### config.mk
export PLATFORM = sky130hd
export DESIGN_NAME = fb_rect_fill_ctrl
export DESIGN_NICKNAME = d
export VERILOG_FILES = /design/src/rtl/fb_rect_fill_ctrl.sv
export SDC_FILE = /design/constraint.sdc
export NUM_CORES = 1
export LEC_CHECK = 0
export ABC_AREA = 1
export BUFFER_PORTS_ARGS = -buffer_cell sky130_fd_sc_hd__buf_2
export CORE_UTILIZATION = 42
export CTS_CLUSTER_DIAMETER = 100
export CTS_CLUSTER_SIZE = 40
export DETAILED_ROUTE_END_ITERATION = 16
export SLEW_MARGIN = 10
export SYNTH_ARGS = -nofsm -noshare
export SYNTH_HDL_FRONTEND = slang
export SYNTH_SLANG_ARGS = --single-unit
### constraint.sdc
create_clock -name clk -period 3.36 [get_ports clk]
set_clock_uncertainty 0.1 [all_clocks]
set_input_delay 1.008 -clock clk [delete_from_list [all_inputs] [get_ports clk]]
set_output_delay 1.008 -clock clk [all_outputs]
set_load 0.1 [all_outputs]
### src/rtl/fb_rect_fill_ctrl.sv
// fb_rect_fill_ctrl
// Rectangle fill engine for a single-port framebuffer. A fill command
// writes one colour into every pixel of an inclusive rectangle in raster
// order. Display scan-out owns the memory port whenever it asks for it,
// so the fill simply stalls on those cycles and retries the same pixel.
module fb_rect_fill_ctrl #(
    parameter int H_RES = 640,
    parameter int V_RES = 480
) (
    input  logic        clk,
    input  logic        reset,
    input  logic        cmd_valid,
    output logic        cmd_ready,
    input  logic [9:0]  cmd_x0,
    input  logic [9:0]  cmd_y0,
    input  logic [9:0]  cmd_x1,
    input  logic [9:0]  cmd_y1,
    input  logic [8:0]  cmd_color,
    input  logic        disp_req,
    input  logic [18:0] disp_addr,
    output logic        disp_grant,
    output logic [18:0] mem_addr,
    output logic        mem_we,
    output logic [8:0]  mem_wdata,
    output logic        busy,
    output logic        done,
    output logic        err
);

    localparam logic [1:0]  ST_IDLE  = 2'd0;
    localparam logic [1:0]  ST_FILL  = 2'd1;
    localparam logic [1:0]  ST_DONE  = 2'd2;

    localparam logic [10:0] H_LIM    = 11'(H_RES);
    localparam logic [10:0] V_LIM    = 11'(V_RES);
    localparam logic [18:0] H_STRIDE = 19'(H_RES);

    // Constant-coefficient multiply by the line stride, built from the
    // set bits of H_RES so it maps onto adders rather than a multiplier.
    // For 640 this reduces to (y << 9) + (y << 7).
    function automatic logic [18:0] mul_hres(input logic [9:0] y);
        logic [18:0] acc;
        acc = 19'd0;
        for (int i = 0; i < 19; i++) begin
            if (H_STRIDE[i]) begin
                acc = acc + (19'(y) << i);
            end else begin
                acc = acc;
            end
        end
        return acc;
    endfunction

    logic [1:0]  state_q,    state_d;
    logic [9:0]  x0_q,       x0_d;
    logic [9:0]  x1_q,       x1_d;
    logic [9:0]  y1_q,       y1_d;
    logic [8:0]  color_q,    color_d;
    logic [9:0]  cur_x_q,    cur_x_d;
    logic [9:0]  cur_y_q,    cur_y_d;
    logic [18:0] row_base_q, row_base_d;
    logic        err_q,      err_d;

    logic cmd_ready_s;
    logic accept_s;
    logic cmd_bad_s;
    logic write_s;
    logic last_s;

    // Handshake, command validation and per-cycle write qualification.
    always_comb begin
        cmd_ready_s = (state_q == ST_IDLE) && !reset;
        accept_s    = cmd_valid && cmd_ready_s;
        cmd_bad_s   = (cmd_x0 > cmd_x1) || (cmd_y0 > cmd_y1) ||
                      ({1'b0, cmd_x1} >= H_LIM) || ({1'b0, cmd_y1} >= V_LIM);
        write_s     = (state_q == ST_FILL) && !disp_req && !reset;
        last_s      = (cur_x_q == x1_q) && (cur_y_q == y1_q);
    end

    // Next-state logic: command latch, raster walk and completion.
    always_comb begin
        state_d    = state_q;
        x0_d       = x0_q;
        x1_d       = x1_q;
        y1_d       = y1_q;
        color_d    = color_q;
        cur_x_d    = cur_x_q;
        cur_y_d    = cur_y_q;
        row_base_d = row_base_q;
        err_d      = 1'b0;
        case (state_q)
            ST_IDLE: begin
                if (accept_s && cmd_bad_s) begin
                    err_d = 1'b1;
                end else if (accept_s) begin
                    x0_d       = cmd_x0;
                    x1_d       = cmd_x1;
                    y1_d       = cmd_y1;
                    color_d    = cmd_color;
                    cur_x_d    = cmd_x0;
                    cur_y_d    = cmd_y0;
                    row_base_d = mul_hres(cmd_y0);
                    state_d    = ST_FILL;
                end else begin
                    state_d = ST_IDLE;
                end
            end
            ST_FILL: begin
                // A stalled cycle leaves the walk position untouched.
                if (write_s && last_s) begin
                    state_d = ST_DONE;
                end else if (write_s && (cur_x_q != x1_q)) begin
                    cur_x_d = cur_x_q + 10'd1;
                end else if (write_s) begin
                    cur_x_d    = x0_q;
                    cur_y_d    = cur_y_q + 10'd1;
                    row_base_d = row_base_q + H_STRIDE;
                end else begin
                    state_d = ST_FILL;
                end
            end
            ST_DONE: begin
                state_d = ST_IDLE;
            end
            default: begin
                state_d = ST_IDLE;
            end
        endcase
    end

    // State register with synchronous reset; reset wins over acceptance.
    always_ff @(posedge clk) begin
        if (reset) begin
            state_q    <= ST_IDLE;
            x0_q       <= 10'd0;
            x1_q       <= 10'd0;
            y1_q       <= 10'd0;
            color_q    <= 9'd0;
            cur_x_q    <= 10'd0;
            cur_y_q    <= 10'd0;
            row_base_q <= 19'd0;
            err_q      <= 1'b0;
        end else begin
            state_q    <= state_d;
            x0_q       <= x0_d;
            x1_q       <= x1_d;
            y1_q       <= y1_d;
            color_q    <= color_d;
            cur_x_q    <= cur_x_d;
            cur_y_q    <= cur_y_d;
            row_base_q <= row_base_d;
            err_q      <= err_d;
        end
    end

    // Memory port mux: display has absolute priority, fill uses idle slots.
    // Status outputs are held low while reset is asserted.
    always_comb begin
        cmd_ready  = cmd_ready_s;
        disp_grant = disp_req;
        mem_we     = write_s;
        mem_wdata  = color_q;
        if ((state_q == ST_FILL) && !disp_req) begin
            mem_addr = row_base_q + 19'(cur_x_q);
        end else begin
            mem_addr = disp_addr;
        end
        busy = (state_q != ST_IDLE) && !reset;
        done = (state_q == ST_DONE) && !reset;
        err  = err_q && !reset;
    end

endmodule

==> impl_metrics.tcl, run 1 <==
set metrics [dict create \
    antenna_found_initial 0 \
    portBuffers 105 \
    grt_overflow 0 \
    core_area_um2 12600 \
    routed-via-count 5576 \
    cap_viol_max_count 0 \
    leakagePower_uw 0.00358 \
    synth_fa_ha_area_share_pct 8.20 \
    use_met1_pct 33.4 \
    cts_buffer_depth 2 \
    combPwrFrac_pct 29.3 \
    pin_count 106 \
    die_y_um 116 \
    fin_crit_ps 3260 \
    p_seq_share_pct 33.9 \
    syn-instance-count 889 \
    min_from "x0_q[9]" \
    clock_latency_ps 340 \
    final_util_pct 55.5 \
    finalPower_uw 2890 \
    setup.worst_path.start_class "register" \
    grt_pass1_vias 5060 \
    clock.fmax_mhz 307 \
    r2r_end "row_base_q[17]" \
    synthDistinctLibCells 35 \
    reg2reg_slack_ps 680 \
    numCtsBuffers 9 \
    dp.final_hpwl_um 11100 \
    final_antenna_net_count 0 \
    finalMaxSlewViolations 0 \
    dieArea_um2 13400 \
    outcome "finished clean" \
    cts_sinks 74 \
    ys.flop_type "dfxtp_1" \
    syn_area_per_cell_um2 6.11 \
    relSlewSlack_pct 54.8 \
    tritoncts "done" \
    drt-vias-per-instance 4.80 \
    intPower_uw 1910 \
    synthTopCellsByCount "nand2_1, nor2_1, inv_1, dfxtp_1, o21ai_0" \
    start_util_pct 43.0 \
    synth_edf_count 0 \
    gr-usage-met2_pct 35.2 \
    end_kind "output pin" \
    synthSimpleGateAreaFrac_pct 34.8 \
    synth_seq_cells 74 \
    layout_setup_ws_ps 99.8 \
    grt_pass1_wl_um 24200 \
    dp_slack_ps 148 \
    chipWidth_um 116 \
    min_path_type "register to register" \
    layout-drive-gt1-share_pct 17.7 \
    finalCritPeriodShare_pct 97.0 \
    power.density_nw_per_um2 413 \
    synthArstFlopShare_pct 0 \
    area_growth_pct 29.1 \
    synth.area.mux_share_pct 0.737 \
    routedWlPerCell_um 12.5 \
    cp.arrival_ps 2150 \
    antennaDiodeCount 0 \
    path_max_fanout 4 \
    critPathCapture "mem_addr[18]" \
    critPathKind "register to output pin" \
    synth_nets 996 \
    r2r_cells 15 \
    nets 1093 \
    drt_iter0_markers 326 \
    crit_start "cur_x_q[8]" \
    worstPathRequired_ps 2250 \
    synth_area_um2 5430 \
    clkTransAtPathRegs_ps 60 \
    finalWirelength_um 14500 \
    hold_violations 0 \
    grtUsageMet3_pct 3.87 \
    synth.top_cell.area_share_pct 27.3 \
    synth_top_family_by_area "simple AND/OR/NAND/NOR gates" \
    root_buffer "clkbuf_16" \
    yosysSeqAreaShare_pct 27.3 \
    reg2reg_from "state_q[0]" \
    synth_compound_area_share_pct 13.0 \
    p_sw_share_pct 34.0 \
    globalplace.congestion 0.802 \
    row_count 41 \
    setup_viol 0 \
    yosysWarnings 0 \
    busiest_layer "met2" \
    yosysMostFrequentCell "nand2_1" \
    htreeDepth 3 \
    synthTopCellsByArea "dfxtp_1, nand2_1, nor2_1, inv_1, ha_1" \
    switchingPower_uw 984 \
    yosys.area.top_type "dfxtp_1" \
    route.detailed.drc 0 \
    worst_pin_slew_ps 679 \
    grt_max_degree 71 \
    track_usage_pct 23.0 \
    synth-xor-area-share_pct 4.68 \
    drt_pass1_iterations 5 \
    cts_hold_buf 0 \
    clkPwrFrac_pct 36.8 \
    max-vdd-ir-drop_uv 228 \
    num-fill-cells 1343 \
]
[state kept, by name, indices dropped and copies added, names as in the netlist]
register and count:
y1_q 10, x1_q 10, cur_x_q 10, state_q 2, cur_y_q 10, row_base_q 12, x0_q 10, mem_wdata 9
err_q 1
[power by group through the flow]
stage | clock (uW) | combinational (uW) | sequential, uW
finish | 1060 | 849 | 982
global route | 1120 | 948 | 989
CTS | 1080 | 850 | 979
detailed placement | 0 | 845 | 998
global placement | 0 | 840 | 998
floorplan | 0 | 592 | 1000
[layout make-up]
class | instances | area (um^2) | area share (%)
multi-input combinational | 658 | 3560 | 50.8
sequential | 74 | 1490 | 21.2
timing repair buffer | 122 | 966 | 13.8
inverter | 121 | 454 | 6.48
clock buffer | 11 | 253 | 3.61
tap | 172 | 215 | 3.07
clock inverter | 4 | 73.8 | 1.05
[repair_timing]
item	4_1_cts	5_1_grt
setup buffers	0	2
resized for setup	2	11
pin swaps	0	2
gates cloned	0	0
setup endpoints to repair	3	7
[per-stage QoR]
step	setup TNS [ps]	cells	instance area, um^2	hold WS, ps
floorplan	-1750	889	5620	324
global placement	0	1145	6620	337
detailed placement	0	1145	6620	340
CTS	-93.4	1160	6950	349
global route	-12.3	1162	7010	367
finish	0	1162	7010	350
[worst max-delay path, cell delays in order, from the launching register on]
cell and delay [ps]:
dfxtp_4 360, ha_4 270, a21o_1 150, a21oi_2 70, inv_1 80, nand2_2 80, nor2_4 180, nand3_2 110
xor2_2 170, o21ai_4 140, buf_12 190
[placed cells by master (no fill, tap or decap), types with 12 or more instances in the layout]
cell,netlist,layout
dfxtp_1,74,70
nand4_1,22,22
nand2_1,243,242
inv_1,116,116
o21ai_0,71,59
buf_2,4,85
nand3_1,50,49
ha_1,34,33
buf_12,0,21
o21ai_4,0,12
nor2_1,119,116
buf_4,5,16
a21oi_1,49,48
xor2_1,25,24
[per-layer routing]
layer | routed length, um | part of all wire, %
met1 | 7610 | 52
met2 | 6010 | 41
met3 | 758 | 5.2
met4 | 156 | 1.1
met5 | 0 | 0
[how the worst min path moves through the flow]
stage                   end  slack [ps]  depth (start not counted)
finish              x0_q[9]         350                          2
CTS                 x0_q[9]         350                          2
detailed placement  x0_q[9]         340                          2
floorplan           x0_q[9]         320                          2
global route        x0_q[3]         370                          2
global placement    x0_q[9]         340                          2
[cell families after synthesis]
| kind of cell | count (synthesis) |
|---|---|
| adders and majority gates | 35 |
| DFF | 74 |
| muxes | 4 |
| and+or+nand+nor | 455 |
| buffers and inverters | 157 |
| AOI/OAI and AO/OA | 135 |
| xor gates and xnor gates | 29 |
Note: power is estimated with default switching activity, not from simulation.
==> run 2: changes to the inputs <==
- CORE_UTILIZATION: 42 -> 50
- CTS_BUF_LIST: not set -> sky130_fd_sc_hd__clkbuf_4
- PLACE_DENSITY: not set -> 0.73
==> run 2 against run 1 <==
Effect of this change: power fell by 17%; global-route usage grew 3.0 points; clock power fell by 48%; cell count down 2.4%; worst setup slack got worse by 98 ps; count of clock-buffer cells in the layout is 2 lower; sequential share of layout area up 0.48 points; non-clock buffer count up 9; final area fell by 1.9%; first-iteration DRC count is 9.8% higher; maximum frequency is 2.9% lower; flip-flop and latch count stayed put; largest power group is now registers; highest routed layer unchanged.
==> impl_metrics.tcl, run 2 (synthesis gave the netlist of run 1 again) <==
set metrics [dict create \
    outcome "finished clean" \
    antenna_found_initial 0 \
    grt_max_degree 71 \
    portBuffers 105 \
    final_antenna_net_count 0 \
    fin_crit_ps 3360 \
    numCtsBuffers 9 \
    cap_viol_max_count 0 \
    antennaDiodeCount 0 \
    leakagePower_uw 0.00355 \
    placed_area_um2 6560 \
    pin_count 106 \
    drt_pass1_iterations 5 \
    route.detailed.drc 0 \
    globalplace.congestion 0.861 \
    nets 1102 \
    final_design_area_no_fill_um2 6870 \
    cp.arrival_ps 2250 \
    dieArea_um2 11300 \
    worstPathRequired_ps 2250 \
    critPathKind "register to output pin" \
    cts_sinks 74 \
    htreeDepth 3 \
    chipWidth_um 106 \
    grt_pass1_vias 5135 \
    finalCritPeriodShare_pct 99.9 \
    setup.worst_path.start_class "register" \
    grt_overflow 0 \
    clock_latency_ps 440 \
    r2r_cells 15 \
    tritoncts "done" \
    end_kind "output pin" \
    layout-drive-gt1-share_pct 18.7 \
    multi_input_area_um2 3590 \
    start_util_pct 52.1 \
    setup_tns_ps 0 \
    dp.final_hpwl_um 10500 \
    track_usage_pct 26.0 \
    largest_register "row_base_q" \
    layout_common_cells "nand2_1, nor2_1, inv_1, buf_2, dfxtp_1" \
    max-vdd-ir-drop_uv 182 \
    root_buffer "clkbuf_4" \
    min_path_type "register to register" \
    drt_iter0_markers 358 \
    final_common_cell "nand2_1" \
    routed-via-count 5740 \
    final_util_pct 66.0 \
    grt_pass1_wl_um 23600 \
    clkTransAtPathRegs_ps 130 \
    holdWs_ps 356 \
    finalPower_uw 2390 \
    min_path_cells 2 \
    power.density_nw_per_um2 348 \
    finalMaxSlewViolations 0 \
    hold_violations 0 \
    core_area_um2 10400 \
    finalWirelength_um 14100 \
    worst_pin_slew_ps 656 \
    area_growth_pct 26.6 \
    clock.fmax_mhz 298 \
    path_max_fanout 4 \
    cts_buffer_depth 2 \
    drt-vias-per-instance 5.06 \
    die_y_um 106 \
    relSlewSlack_pct 56.3 \
    rsz0062_at_grt "yes" \
    routedWlPerCell_um 12.4 \
    row_count 37 \
    num-fill-cells 1001 \
    largest_reg_flops 12 \
    setup_viol 0 \
    seqCellArea_um2 1490 \
]
## run 2: cell type report
cell class	instances	area share, %
multi-input cells	658	52.2
repair buffers	131	15.1
well taps	136	2.48
inverters	121	6.61
flip-flops and latches	74	21.7
clock buffers	9	0.983
clock inverters	5	0.837
## run 2: where the power goes
group	switching [uW]	internal (uW)
logic	556	305
registers	55.0	926
clock network	334	217
## run 2: worst max-delay path: stages, from the launching register on
cell     delay [ps]
dfxtp_4         380
ha_4            270
a21o_1          140
a21oi_2          80
inv_2            80
nand2_4          60
nor2_4          140
nand3_4         110
xor2_4          210
o21ai_4         150
buf_12          190
## run 2: final timing paths
| check | start | end | slack (ps) |
|---|---|---|---|
| worst max-delay path | cur_x_q[8] | mem_addr[18] | 2 |
| worst min-delay path | x0_q[9] | x0_q[9] | 360 |
| worst max register to register | state_q[0] | cur_y_q[7] | 730 |
| worst min register to register | x0_q[9] | x0_q[9] | 360 |
## run 2: metal layers
layer	share of wire (%)	global-route usage [%]	wire (um)	vias up
li1	-	-	-	3039
met1	49	36.3	6880	2488
met2	43	40.9	6090	199
met3	6.8	3.80	956	14
met4	1.3	8.53	187	0
met5	0	0	0	-
## run 2: repair_timing
action,CTS,global route
pin swaps,4,8
gates resized for setup,14,15
hold buffers,0,0
setup buffers,6,5
endpoints found under the setup margin,16,19
endpoints found under the hold margin,0,0
## run 2: metrics by stage
| stage | cells | worst slack, ps |
|---|---|---|
| after detailed placement | 1109 | 36.9 |
| after global placement | 1109 | 57.4 |
| after CTS | 1129 | -42.2 |
| after global routing | 1134 | -124 |
| final | 1134 | 1.78 |
| after floorplan | 889 | -268 |
